==> src/rtl/jk_ff_bank_pkg.sv <==
// Shared JK command encoding and next-state function for the JK flip-flop bank and its bench model.
package jk_pkg;

  typedef enum logic [1:0] {
    JK_HOLD = 2'b00,
    JK_CLR  = 2'b01,
    JK_SET  = 2'b10,
    JK_TGL  = 2'b11
  } jk_cmd_t;

  function automatic logic jk_next(jk_cmd_t cmd, logic q);
    case (cmd)
      JK_HOLD: return q;
      JK_CLR:  return 1'b0;
      JK_SET:  return 1'b1;
      default: return ~q;
    endcase
  endfunction

endpackage

==> src/rtl/jk_ff_bank_if.sv <==
// Control/status bundle of jk_ff_bank; counter signals exist only with JK_FF_BANK_TGL_CNT_EN defined.
interface jk_ff_bank_if #(
  parameter int WIDTH = 8
`ifdef JK_FF_BANK_TGL_CNT_EN
  , parameter int CNT_W = 16
`endif
);
  logic             en;
  logic             load;
  logic [WIDTH-1:0] load_val;
  logic [WIDTH-1:0] j;
  logic [WIDTH-1:0] k;
  logic [WIDTH-1:0] q;
  logic [WIDTH-1:0] q_n;
  logic [WIDTH-1:0] rise;
  logic [WIDTH-1:0] fall;
`ifdef JK_FF_BANK_TGL_CNT_EN
  logic             cnt_clr;
  logic [CNT_W-1:0] tgl_cnt;
  logic             tgl_sat;

  modport master (output en, load, load_val, j, k, cnt_clr,
                  input  q, q_n, rise, fall, tgl_cnt, tgl_sat);
  modport slave  (input  en, load, load_val, j, k, cnt_clr,
                  output q, q_n, rise, fall, tgl_cnt, tgl_sat);
`else
  modport master (output en, load, load_val, j, k,
                  input  q, q_n, rise, fall);
  modport slave  (input  en, load, load_val, j, k,
                  output q, q_n, rise, fall);
`endif
endinterface

==> src/rtl/jk_ff_bank_cell.sv <==
// One JK channel: state, registered complement and registered edge pulses.
// o_chg (JK_FF_BANK_TGL_CNT_EN only) flags that this edge changes q, for the bank's toggle counter.
module jk_cell
  import jk_pkg::*;
#(
  parameter logic RST_VAL = 1'b0
) (
  input  logic i_clk,
  input  logic i_rst,
  input  logic i_en,
  input  logic i_load,
  input  logic i_load_val,
  input  logic i_j,
  input  logic i_k,
  output logic o_q,
  output logic o_q_n,
  output logic o_rise,
  output logic o_fall
`ifdef JK_FF_BANK_TGL_CNT_EN
  , output logic o_chg
`endif
);

  logic r_q;
  logic r_q_n;
  logic r_rise;
  logic r_fall;
  logic w_q_next;

  // j/k are only looked at under en, so unknowns on them cannot reach q while disabled.
  always_comb begin
    w_q_next = r_q;
    if (i_load) begin
      w_q_next = i_load_val;
    end else if (i_en) begin
      w_q_next = jk_next(jk_cmd_t'({i_j, i_k}), r_q);
    end
  end

  always_ff @(posedge i_clk or posedge i_rst) begin
    if (i_rst) begin
      r_q    <= RST_VAL;
      r_q_n  <= ~RST_VAL;
      r_rise <= 1'b0;
      r_fall <= 1'b0;
    end else begin
      r_q    <= w_q_next;
      r_q_n  <= ~w_q_next;
      r_rise <= ~r_q & w_q_next;
      r_fall <= r_q & ~w_q_next;
    end
  end

  assign o_q    = r_q;
  assign o_q_n  = r_q_n;
  assign o_rise = r_rise;
  assign o_fall = r_fall;
`ifdef JK_FF_BANK_TGL_CNT_EN
  assign o_chg  = r_q ^ w_q_next;
`endif

endmodule

==> src/rtl/jk_ff_bank.sv <==
// WIDTH independent JK flip-flops with load, enable and registered rise/fall pulses.
// Define JK_FF_BANK_TGL_CNT_EN to add the saturating toggle-activity counter (cnt_clr/tgl_cnt/tgl_sat).
module jk_ff_bank
  import jk_pkg::*;
#(
  parameter int               WIDTH   = 8,
  parameter logic [WIDTH-1:0] RST_VAL = '0
`ifdef JK_FF_BANK_TGL_CNT_EN
  , parameter int             CNT_W   = 16
`endif
) (
  input  logic        i_clk,
  input  logic        i_rst,
  jk_ff_bank_if.slave bus
);

  logic [WIDTH-1:0] w_q;
  logic [WIDTH-1:0] w_q_n;
  logic [WIDTH-1:0] w_rise;
  logic [WIDTH-1:0] w_fall;
`ifdef JK_FF_BANK_TGL_CNT_EN
  logic [WIDTH-1:0] w_chg;
`endif

  for (genvar gi = 0; gi < WIDTH; gi++) begin : g_cell
    jk_cell #(
      .RST_VAL (RST_VAL[gi])
    ) u_cell (
      .i_clk      (i_clk),
      .i_rst      (i_rst),
      .i_en       (bus.en),
      .i_load     (bus.load),
      .i_load_val (bus.load_val[gi]),
      .i_j        (bus.j[gi]),
      .i_k        (bus.k[gi]),
      .o_q        (w_q[gi]),
      .o_q_n      (w_q_n[gi]),
      .o_rise     (w_rise[gi]),
      .o_fall     (w_fall[gi])
`ifdef JK_FF_BANK_TGL_CNT_EN
      , .o_chg    (w_chg[gi])
`endif
    );
  end

  assign bus.q    = w_q;
  assign bus.q_n  = w_q_n;
  assign bus.rise = w_rise;
  assign bus.fall = w_fall;

`ifdef JK_FF_BANK_TGL_CNT_EN
  localparam int PW = $clog2(WIDTH + 1);
  localparam int SW = ((CNT_W > PW) ? CNT_W : PW) + 1;
  localparam logic [SW-1:0] CNT_MAX = SW'({CNT_W{1'b1}});

  logic [CNT_W-1:0] r_cnt;
  logic             r_sat;
  logic [PW-1:0]    w_pop;
  logic [SW-1:0]    w_sum;

  // Counts the changes this edge commits, so the count lines up with the pulses it produces.
  always_comb begin
    w_pop = '0;
    for (int b = 0; b < WIDTH; b++) begin
      w_pop = w_pop + PW'(w_chg[b]);
    end
    w_sum = SW'(r_cnt) + SW'(w_pop);
  end

  always_ff @(posedge i_clk or posedge i_rst) begin
    if (i_rst) begin
      r_cnt <= '0;
      r_sat <= 1'b0;
    end else if (bus.cnt_clr) begin
      r_cnt <= '0;
      r_sat <= 1'b0;
    end else if (w_sum > CNT_MAX) begin
      r_cnt <= '1;
      r_sat <= 1'b1;
    end else begin
      r_cnt <= w_sum[CNT_W-1:0];
    end
  end

  assign bus.tgl_cnt = r_cnt;
  assign bus.tgl_sat = r_sat;
`endif

endmodule
==> src/flat_wrapper.sv <==
// flat-port wrapper written by rule: the top's interface ports become plain ports
module jk_ff_bank_flat import jk_pkg::*;
#(
  parameter int               WIDTH   = 8,
  parameter logic [WIDTH-1:0] RST_VAL = '0

)
  (i_clk, i_rst, bus_en, bus_load, bus_load_val, bus_j, bus_k, bus_q, bus_q_n, bus_rise, bus_fall);
  jk_ff_bank_if #(.WIDTH(WIDTH)) bus_i ();
  input  logic i_clk;
  input  logic i_rst;
  input wire logic [$bits(bus_i.en)-1:0] bus_en;
  input wire logic [$bits(bus_i.load)-1:0] bus_load;
  input wire logic [$bits(bus_i.load_val)-1:0] bus_load_val;
  input wire logic [$bits(bus_i.j)-1:0] bus_j;
  input wire logic [$bits(bus_i.k)-1:0] bus_k;
  output wire logic [$bits(bus_i.q)-1:0] bus_q;
  output wire logic [$bits(bus_i.q_n)-1:0] bus_q_n;
  output wire logic [$bits(bus_i.rise)-1:0] bus_rise;
  output wire logic [$bits(bus_i.fall)-1:0] bus_fall;
  assign bus_i.en = bus_en;
  assign bus_i.load = bus_load;
  assign bus_i.load_val = bus_load_val;
  assign bus_i.j = bus_j;
  assign bus_i.k = bus_k;
  assign bus_q = bus_i.q;
  assign bus_q_n = bus_i.q_n;
  assign bus_rise = bus_i.rise;
  assign bus_fall = bus_i.fall;
  jk_ff_bank #(.WIDTH(WIDTH), .RST_VAL(RST_VAL)) u_core (.i_clk(i_clk), .i_rst(i_rst), .bus(bus_i));
endmodule
==> config.mk <==
export PLATFORM = sky130hd
export DESIGN_NAME = jk_ff_bank_flat
export DESIGN_NICKNAME = d
export VERILOG_FILES = /design/src/rtl/jk_ff_bank_pkg.sv /design/src/rtl/jk_ff_bank_if.sv /design/src/rtl/jk_ff_bank_cell.sv /design/src/rtl/jk_ff_bank.sv /design/src/flat_wrapper.sv
export SDC_FILE = /design/constraint.sdc
export NUM_CORES = 1
export LEC_CHECK = 0
export CAP_MARGIN = 40
export CORE_AREA = 8 8 55 92
export CTS_CLUSTER_SIZE = 8
export DETAILED_ROUTE_END_ITERATION = 12
export DIE_AREA = 0 0 63 100
export PLACE_DENSITY = 0.85
export SYNTH_ARGS = -nofsm -noshare
export SYNTH_HDL_FRONTEND = slang
export SYNTH_SLANG_ARGS = --single-unit
==> constraint.sdc <==
create_clock -name i_clk -period 0.95 [get_ports i_clk]
set_input_delay 0.1425 -clock i_clk [delete_from_list [all_inputs] [get_ports i_clk]]
set_output_delay 0.1425 -clock i_clk [all_outputs]
set_load 0.01 [all_outputs]
==> flow_summary_export.csv <==
group,metric,value,unit
run_status,status,"finished, violations left",
run_status,violations,"negative setup slack",
critical_path,crit_required,0.81,ns
global_routing,grt_max_degree,33,
final_layout,drive_gt1_share,32.8,%
final_layout,fill_cells,346,
global_routing,grtUsageTotal,11.6,%
final_layout,nNetsFinal,222,
die,io_pins,60,
placement,gp_congestion,0.706,
timing,setup_tns,-0.727,ns
cts,clock-root-buffer,"clkbuf_8",
synth,netlist_top_cells_count,"33 x buf_4, 24 x dfrtp_1, 16 x nand3b_1",
synth,post-synth-top-area-fraction,37.2,%
critical_path,slowest_stage,"dfstp_2",
die,die_y,100,um
power_and_ir_drop,ir_worst_vdd,0.00123,V
synth,synth.most_common_cell,"buf_4",
critical_path,worst_ep_arrival_time,0.90,ns
placement,placed_cell_area,2100,um^2
timing,fmax,957,MHz
placement,place.port_buffers,59,
power_and_ir_drop,power.total,3.37,mW
global_routing,grt_pass1_vias,1269,
min_path,hp-class,"primary input to async pin",
synth,dominantRegCellSynth,"dfrtp_1",
die,dieWidth,63,um
cts,clk_pin_slew,0.06,ns
timing,fin_skew,0.00325,ns
placement,dp_cells,232,
critical_path,critPathCaptureType,"primary output",
final_layout,stdcell_area,2170,um^2
timing,timing.slew.headroom,87.6,%
synth,seq_area_frac_synth,50.3,%
die,num_rows,30,
synth,ys_ff_latch,32,
cts,cts_tree,"yes",
job,cap_violations,0,
final_layout,n_antenna_cell,0,
die,core,3790,um^2
detailed_routing,wl_per_cell,14.9,um
cts,numCtsBuffers,5,
detailed_routing,ant_nets,0,
synth,synthArstFlopShare,100,%
final_layout,fin_cells,243,
timing,finalSetupViolations,12,
placement,hpwl,2.54,mm
detailed_routing,viasPerCell,4.86,
power_and_ir_drop,p_per_area,1550,nW/um^2
synth,synth_edf_count,0,
die,dieArea,6300,um^2
critical_path,crit_chain,"buf_6",
timing,maxSlewViolCount,0,
detailed_routing,drt_first_pass_iters,4,
critical_path,worstSetupPathType,"register to primary output",
timing,period_needed,1.05,ns
final_layout,syn2layout_area_growth,34.8,%
synth,syn_nets,180,
synth,ys_types,19,
cts,clk_latency,0.27,ns
cts,cts_max_level,2,
cts,clock-sinks,32,
detailed_routing,drt-total-wl,3.63,mm
detailed_routing,drc,0,
cts,max-clock-path-buffers,2,
synth,yosysTopAreaCell,"dfrtp_1",
synth,yosysWarningCount,0,
critical_path,critical_path_buf_inv_count,1,
final_layout,postLayoutCoreUtil,57.3,%
synth,synthesis.area,1610,um^2
global_routing,antenna_found_initial,0,
critical_path,slowest_delay,0.54,ns
synth,synth_area_per_cell,10.6,um^2
placement,dpl_worst_slack,-0.339,ns
synth,netlist_top_cells_area,"dfrtp_1 37%, buf_4 15%, dfstp_2 13%",
global_routing,overflow,0,
timing,tightest_slew,0.187,ns
timing,whs,0.207,ns
timing,setup_slack,-0.0954,ns
critical_path,cp_max_fo,1,
critical_path,critPathTopFamily,"flip-flops",
power_and_ir_drop,leakagePower,0.978,nW
detailed_routing,drt_iter0_drc,15,
die,initial_core_util,42.5,%
synth,syn_inst,152,
detailed_routing,via_count,1182,
critical_path,critPathLaunchType,"register",
timing,fin_crit_sh,110,%
timing,rsz0062_at_grt,"true",
timing,hold_violations,0,
global_routing,grt_pass1_wl,5.76,mm
[final timing paths]
check	startpoint	endpoint	slack (ns)	cells after the start
max in group asynchronous	i_rst	u_core.g_cell[3].u_cell.o_q_n	0.50	3
worst min register to register	u_core.g_cell[3].u_cell.o_q	u_core.g_cell[3].u_cell.o_rise	0.52	2
worst min-delay path	i_rst	u_core.g_cell[0].u_cell.o_fall	0.21	3
worst max register to register	u_core.g_cell[0].u_cell.o_q	u_core.g_cell[0].u_cell.o_q_n	-0.03	3
worst max-delay path	u_core.g_cell[7].u_cell.o_q_n	bus_q_n[7]	-0.1	1
min in group i_clk	bus_j[6]	u_core.g_cell[6].u_cell.o_rise	0.47	3
[cell families after synthesis]
group / synth area share, %
AO/OA/AOI/OAI: 19.2
buffers and inverters: 17.8
flip-flops: 50.3
AND/OR/NAND/NOR: 12.8
[layer usage]
| layer | wire, um | GRT usage, % |
|---|---|---|
| met5 | 0 | 0 |
| met2 | 2070 | 23.6 |
| met4 | 68 | 5.30 |
| met1 | 1310 | 9.75 |
| met3 | 177 | 3.01 |
[report_power, final]
part | total (mW) | switching, mW | internal, mW
combinational | 0.785 | 0.341 | 0.444
sequential | 1.56 | 0.0521 | 1.51
clock | 1.02 | 0.432 | 0.590
[cell usage in the layout (no fill, tap or decap)]
cell / count
bufbuf_16: 1
clkbuf_1: 2
buf_4: 3
buf_12: 2
o31ai_4: 1
a21oi_1: 15
nand2b_1: 8
clkdlybuf4s50_1: 25
and3_4: 1
clkbuf_8: 6
o21ai_1: 7
a21boi_1: 8
dlygate4sd2_1: 2
nand3b_1: 16
buf_2: 24
a21oi_2: 1
inv_1: 1
o31a_1: 1
buf_6: 17
dfstp_2: 8
dfrtp_1: 24
a31o_1: 7
nand2_1: 8
o21a_1: 7
[state kept, by name, summed over array words and instances, names as in the netlist]
register and flops:
u_core.g_cell.u_cell.o_q_n 8, u_core.g_cell.u_cell.o_rise 8, u_core.g_cell.u_cell.o_q 8, u_core.g_cell.u_cell.o_fall 8
[what timing repair did]
action | 4_1_cts | 5_1_grt
endpoints found under the setup margin | 43 | 28
cloned | 2 | 0
hold buffers | 0 | 0
resized for setup | 147 | 4
setup buffers | 1 | 0
pin swaps | 7 | 1
[layout make-up]
class	count	area, um^2	share of cell area (%)
multi-input combinational	80	534	24.6
tap	48	60.1	2.76
timing repair buffer	74	674	31.0
sequential	32	811	37.3
inverter	1	3.75	0.173
clock buffer	8	90.1	4.15
Power figures use the tool's default switching activity.
